## src/rtl/ddr2_pkg.sv

```systemverilog
// Shared types for the DDR2 MIG arbiter: FSM state encoding and
// MIG application command codes.
package ddr2_pkg;

    typedef enum logic [1:0] {
        IDLE    = 2'd0,
        WR_XFER = 2'd1,
        RD_CMD  = 2'd2,
        RD_WAIT = 2'd3
    } arb_state_e;

    localparam logic [2:0] APP_CMD_WR = 3'b000;
    localparam logic [2:0] APP_CMD_RD = 3'b001;

endpackage

```

## src/rtl/ddr2_arb_select.sv

```systemverilog
// Grant decision between capture writes and readout reads, with a
// write-run counter that bounds write streaks while a read waits.
module ddr2_arb_select
    import ddr2_pkg::*;
#(
    parameter int unsigned WR_BURST_MAX = 8
) (
    input  logic clk,
    input  logic resetn,
    input  logic idle_i,
    input  logic calib_i,
    input  logic wr_req_i,
    input  logic rd_req_i,
    output logic gnt_wr_o,
    output logic gnt_rd_o
);

    localparam int unsigned RW = $clog2(WR_BURST_MAX + 1);
    localparam logic [RW-1:0] RUN_MAX = RW'(WR_BURST_MAX);

    logic [RW-1:0] wr_run_q;
    logic [RW-1:0] wr_run_d;
    logic          open;

    always_comb begin
        open     = idle_i & calib_i;
        gnt_wr_o = 1'b0;
        gnt_rd_o = 1'b0;
        if (open) begin
            if (wr_req_i && (!rd_req_i || wr_run_q < RUN_MAX)) begin
                gnt_wr_o = 1'b1;
            end else if (rd_req_i) begin
                gnt_rd_o = 1'b1;
            end
        end
        wr_run_d = wr_run_q;
        if (gnt_rd_o) begin
            wr_run_d = '0;
        end else if (gnt_wr_o && wr_run_q != RUN_MAX) begin
            wr_run_d = wr_run_q + RW'(1);
        end
    end

    always_ff @(posedge clk or negedge resetn) begin
        if (!resetn) begin
            wr_run_q <= '0;
        end else begin
            wr_run_q <= wr_run_d;
        end
    end

endmodule

```

## src/rtl/ddr2_arbiter.sv

```systemverilog
// Single-port arbiter in front of the MIG DDR2 application interface:
// one burst write or one burst read in flight at a time.
module ddr2_arbiter
    import ddr2_pkg::*;
#(
    parameter int unsigned ADDR_WIDTH   = 27,
    parameter int unsigned DATA_WIDTH   = 128,
    parameter int unsigned WR_BURST_MAX = 8
) (
    input  logic                    clk,
    input  logic                    resetn,
    input  logic                    init_calib_complete,
    input  logic                    wr_req,
    input  logic [ADDR_WIDTH-1:0]   wr_addr,
    input  logic [DATA_WIDTH-1:0]   wr_data,
    output logic                    wr_ack,
    input  logic                    rd_req,
    input  logic [ADDR_WIDTH-1:0]   rd_addr,
    output logic                    rd_ack,
    output logic [DATA_WIDTH-1:0]   rd_data,
    output logic                    rd_valid,
    output logic [ADDR_WIDTH-1:0]   app_addr,
    output logic [2:0]              app_cmd,
    output logic                    app_en,
    input  logic                    app_rdy,
    output logic [DATA_WIDTH-1:0]   app_wdf_data,
    output logic [DATA_WIDTH/8-1:0] app_wdf_mask,
    output logic                    app_wdf_wren,
    output logic                    app_wdf_end,
    input  logic                    app_wdf_rdy,
    input  logic [DATA_WIDTH-1:0]   app_rd_data,
    input  logic                    app_rd_data_valid,
    output logic                    busy,
    output logic                    rd_err
);

    arb_state_e            state_q;
    logic [ADDR_WIDTH-1:0] app_addr_q;
    logic [2:0]            app_cmd_q;
    logic                  app_en_q;
    logic [DATA_WIDTH-1:0] wdf_data_q;
    logic                  wdf_wren_q;
    logic [DATA_WIDTH-1:0] rd_data_q;
    logic                  rd_valid_q;
    logic                  rd_err_q;
    logic                  idle;
    logic                  gnt_wr;
    logic                  gnt_rd;

    assign idle = (state_q == IDLE);

    ddr2_arb_select #(
        .WR_BURST_MAX(WR_BURST_MAX)
    ) u_select (
        .clk      (clk),
        .resetn   (resetn),
        .idle_i   (idle),
        .calib_i  (init_calib_complete),
        .wr_req_i (wr_req),
        .rd_req_i (rd_req),
        .gnt_wr_o (gnt_wr),
        .gnt_rd_o (gnt_rd)
    );

    always_ff @(posedge clk or negedge resetn) begin
        if (!resetn) begin
            state_q    <= IDLE;
            app_addr_q <= '0;
            app_cmd_q  <= '0;
            app_en_q   <= 1'b0;
            wdf_data_q <= '0;
            wdf_wren_q <= 1'b0;
            rd_data_q  <= '0;
            rd_valid_q <= 1'b0;
            rd_err_q   <= 1'b0;
        end else begin
            rd_valid_q <= 1'b0;
            if (app_rd_data_valid && state_q != RD_WAIT) begin
                rd_err_q <= 1'b1;
            end
            unique case (state_q)
                IDLE: begin
                    if (gnt_wr) begin
                        app_addr_q <= wr_addr;
                        app_cmd_q  <= APP_CMD_WR;
                        app_en_q   <= 1'b1;
                        wdf_data_q <= wr_data;
                        wdf_wren_q <= 1'b1;
                        state_q    <= WR_XFER;
                    end else if (gnt_rd) begin
                        app_addr_q <= rd_addr;
                        app_cmd_q  <= APP_CMD_RD;
                        app_en_q   <= 1'b1;
                        state_q    <= RD_CMD;
                    end
                end
                WR_XFER: begin
                    // Command and data channels retire independently.
                    if (app_rdy) begin
                        app_en_q <= 1'b0;
                    end
                    if (app_wdf_rdy) begin
                        wdf_wren_q <= 1'b0;
                    end
                    if ((!app_en_q || app_rdy) &&
                        (!wdf_wren_q || app_wdf_rdy)) begin
                        state_q <= IDLE;
                    end
                end
                RD_CMD: begin
                    if (app_rdy) begin
                        app_en_q <= 1'b0;
                        state_q  <= RD_WAIT;
                    end
                end
                RD_WAIT: begin
                    if (app_rd_data_valid) begin
                        rd_data_q  <= app_rd_data;
                        rd_valid_q <= 1'b1;
                        state_q    <= IDLE;
                    end
                end
                default: state_q <= IDLE;
            endcase
        end
    end

    assign wr_ack       = gnt_wr;
    assign rd_ack       = gnt_rd;
    assign rd_data      = rd_data_q;
    assign rd_valid     = rd_valid_q;
    assign app_addr     = app_addr_q;
    assign app_cmd      = app_cmd_q;
    assign app_en       = app_en_q;
    assign app_wdf_data = wdf_data_q;
    assign app_wdf_mask = '0;
    assign app_wdf_wren = wdf_wren_q;
    assign app_wdf_end  = wdf_wren_q;
    assign busy         = ~idle;
    assign rd_err       = rd_err_q;

endmodule

```

## config.mk

```make
export PLATFORM = sky130hd
export DESIGN_NAME = ddr2_arbiter
export DESIGN_NICKNAME = d
export VERILOG_FILES = /design/src/rtl/ddr2_pkg.sv /design/src/rtl/ddr2_arb_select.sv /design/src/rtl/ddr2_arbiter.sv
export SDC_FILE = /design/constraint.sdc
export NUM_CORES = 1
export LEC_CHECK = 0
export ABC_AREA = 1
export CAP_MARGIN = 20
export CORE_AREA = 10 10 236 238
export CTS_CLUSTER_DIAMETER = 100
export DETAILED_ROUTE_END_ITERATION = 10
export DIE_AREA = 0 0 246 248
export DONT_BUFFER_PORTS = 1
export GPL_ROUTABILITY_DRIVEN = 1
export GPL_TIMING_DRIVEN = 0
export SLEW_MARGIN = 20
export SYNTH_ARGS = -nofsm -noshare
export SYNTH_HDL_FRONTEND = slang
export SYNTH_HIERARCHICAL = 1
export SYNTH_SLANG_ARGS = --single-unit
```

## constraint.sdc

```tcl
create_clock -name clk -period 2.1 [get_ports clk]
set_input_delay 0.525 -clock clk [delete_from_list [all_inputs] [get_ports clk]]
set_output_delay 0.525 -clock clk [all_outputs]
set_load 0.1 [all_outputs]
```

==> results by group <==
Placement
  • I/O Buffers: 0
  • Dpl hpwl: 31.4 mm
  • Placed Instance Area: 12600 um2
  • Routability cong.: 0.863

Yosys
  • Register area share after synthesis: 0.632
  • Mapped Area: 11600 um2
  • FF+latch count, synth: 294
  • Synth Area per Inst: 10.9 um2
  • Unique masters post-synth: 24
  • Synthesis Warnings: 6
  • Mapped Cells: 1072

Floorplanning
  • Chip height: 248 um
  • Die Area: 61000 um2
  • Die Wd: 246 um
  • I/O pin count: 628
  • Core area: 51000 um2
  • Num rows: 83
  • Starting Density: 0.228

STA
  • Worst-Margin Slew: 1.03 ns
  • Hold Fails Final Rpt: 294
  • Worst Setup Slack, final: -0.349 ns
  • Setup TNS: -39.54 ns
  • Worst relative slew slack: 0.315
  • Hold slack: -0.291 ns
  • Final worst-path cycle share: 1.17
  • Setup repair after global routing missed its margin: yes
  • Final Max Tran Viols: 0
  • Fmax: 408 MHz
  • Clk_skew: 0.0117 ns
  • Min cycle time layout: 2.45 ns
  • Setup-failing EPs final: 162

Worst setup path
  • Setup CP Type: flip-flop to output port
  • Critical Path Fanout Max: 6
  • Worst path arrival time: 1.92 ns
  • CP Launch Type: flip-flop
  • Reg2reg path depth: 9
  • CP endpoint kind: output port
  • Critical path required time: 1.57 ns
  • Flop2flop setup slack: -0.29 ns

Finish
  • Multi-input logic area: 4290 um2
  • Commonest non-fill, non-tap cells in the layout: nand2_1 (422), dfrtp_1 (284), mux2_1 (98)
  • Reg area: 7370 um2
  • Commonest non-fill, non-tap cell in the layout: nand2_1
  • Final Instance Area: 14900 um2
  • Fin nets: 1489
  • Share of cells above drive strength 1: 0.240
  • Filler cells: 5182
  • Area Overhead vs Synth: 27.8%

Detailed routing
  • Vias after detailed routing: 8081
  • Final WL: 41.4 mm
  • DRT iter0 DRCs: 410
  • DR vias/cell: 4.33
  • Routed WL per cell: 22.2 um
  • Antenna-violating nets left: 0
  • Drt pass-1 iters: 5
  • # DRC: 0

Clocking
  • CTS clk-pin slew, worst paths: 0.06 ns
  • Clock Sinks: 294
  • Htree depth: 2
  • Root Driver: clkbuf_16
  • Worst skew pair latency: 0.52 ns
  • Max Buffers Root-to-Sink: 3
  • TritonCTS buffer count: 34
  • CTS tree: done

Worst hold path
  • Worst hold path class: input pin to asynchronous set/reset pin

Status
  • Status: finished, violations left
  • Failing checks: negative hold slack, negative setup slack

Run
  • Max-cap violation count: 0

Global route
  • Initial antenna violation count: 4
  • GRT Total Usage: 0.123
  • Largest net degree at the start of global routing: 295
  • Total gr overflow: 0
  • First-pass GRT wire length: 57.1 mm
  • Vias in the first global route: 8276
==> metal layers <==
layer	share of wire	global-route usage	vias to the layer above
met5	0	0	-
met2	0.53	0.217	384
met4	0.022	0.0368	0
met1	0.36	0.138	4063
met3	0.086	0.0414	64
li1	-	-	3570
==> registers in the layout (all words and copies together) (netlist names) <==
register           count
app_addr              27
app_cmd                1
app_en                 1
app_wdf_data         128
app_wdf_end            1
rd_data              128
rd_err                 1
rd_valid               1
state_q                2
u_select/wr_run_q      4
==> synth_stat cells (all sizes together) <==
library cell	n	area, um2
conb	1	3.75
a21oi	1	5.00
o21ai	5	25.0
nand2	443	1670
o21bai	2	15.0
nand3	8	40.0
nor2	60	233
buf	57	395
dfrtp	294	7360
mux2	128	1440
o31ai	27	203
clkbuf	15	56.3
inv	19	71.3
ha	8	100
nand4	3	18.8
xor2	1	8.76
==> final timing paths <==
check                                     start                    to
min reg2reg                u_select/wr_run_q[3]  u_select/wr_run_q[3]
min                                      resetn      app_wdf_data[38]
max                                  state_q[0]                  busy
min in group clk                app_rd_data[77]           rd_data[77]
max reg2reg                          state_q[0]       app_wdf_data[8]
max in group asynchronous                resetn           rd_data[23]
==> area by class of cell <==
type                       instances  share of cell area
clock inverter                     5             0.00698
tap                              680              0.0572
buffer                            71              0.0403
sequential                       294               0.495
timing repair buffer              38              0.0343
inverter                          19             0.00529
antenna                            2            0.000336
multi-input combinational        705               0.288
clock buffer                      52              0.0720
==> logic make-up after synthesis <==
logic type / Yosys count / synth area share
AO/OA/AOI/OAI: 35 / 0.0213
XOR/XNOR: 1 / 0.000752
adder cells (fa/ha/maj): 8 / 0.00860
buffers and inverters: 91 / 0.0449
flip-flops: 294 / 0.632
multiplexers: 128 / 0.124
other: 1 / 0.000322
AND/OR/NAND/NOR: 514 / 0.169
==> what timing repair did <==
| action | in CTS | in global routing |
|---|---|---|
| buffers inserted | 16 | 16 |
| pin swaps | 3 | 12 |
| setup endpoints to repair | 213 | 238 |
| gates cloned | 3 | 7 |
| gates resized for setup | 54 | 157 |
| hold endpoints to repair | 294 | 294 |
==> critical path, cell delays in order (launching register included) <==
cell        delay [ns]
dfrtp_2           0.41
inv_2             0.08
ha_4              0.17
buf_4             0.13
buf_12            0.11
clkinvlp_4        0.49
==> through the flow <==
| stage | instances | util | setup WS (ns) |
|---|---|---|---|
| CTS | 1844 | 0.277 | -0.433 |
| floorplan | 1089 | - | -0.0783 |
| detailed placement | 1769 | 0.247 | -0.651 |
| global route | 1865 | 0.292 | -0.468 |
| global placement | 1769 | 0.247 | -0.614 |
| finish | 1866 | 0.292 | -0.349 |
Power is left out: the tool's default activity adds up to more than one toggle a clock period on the data nets, which glitch-free logic cannot reach.
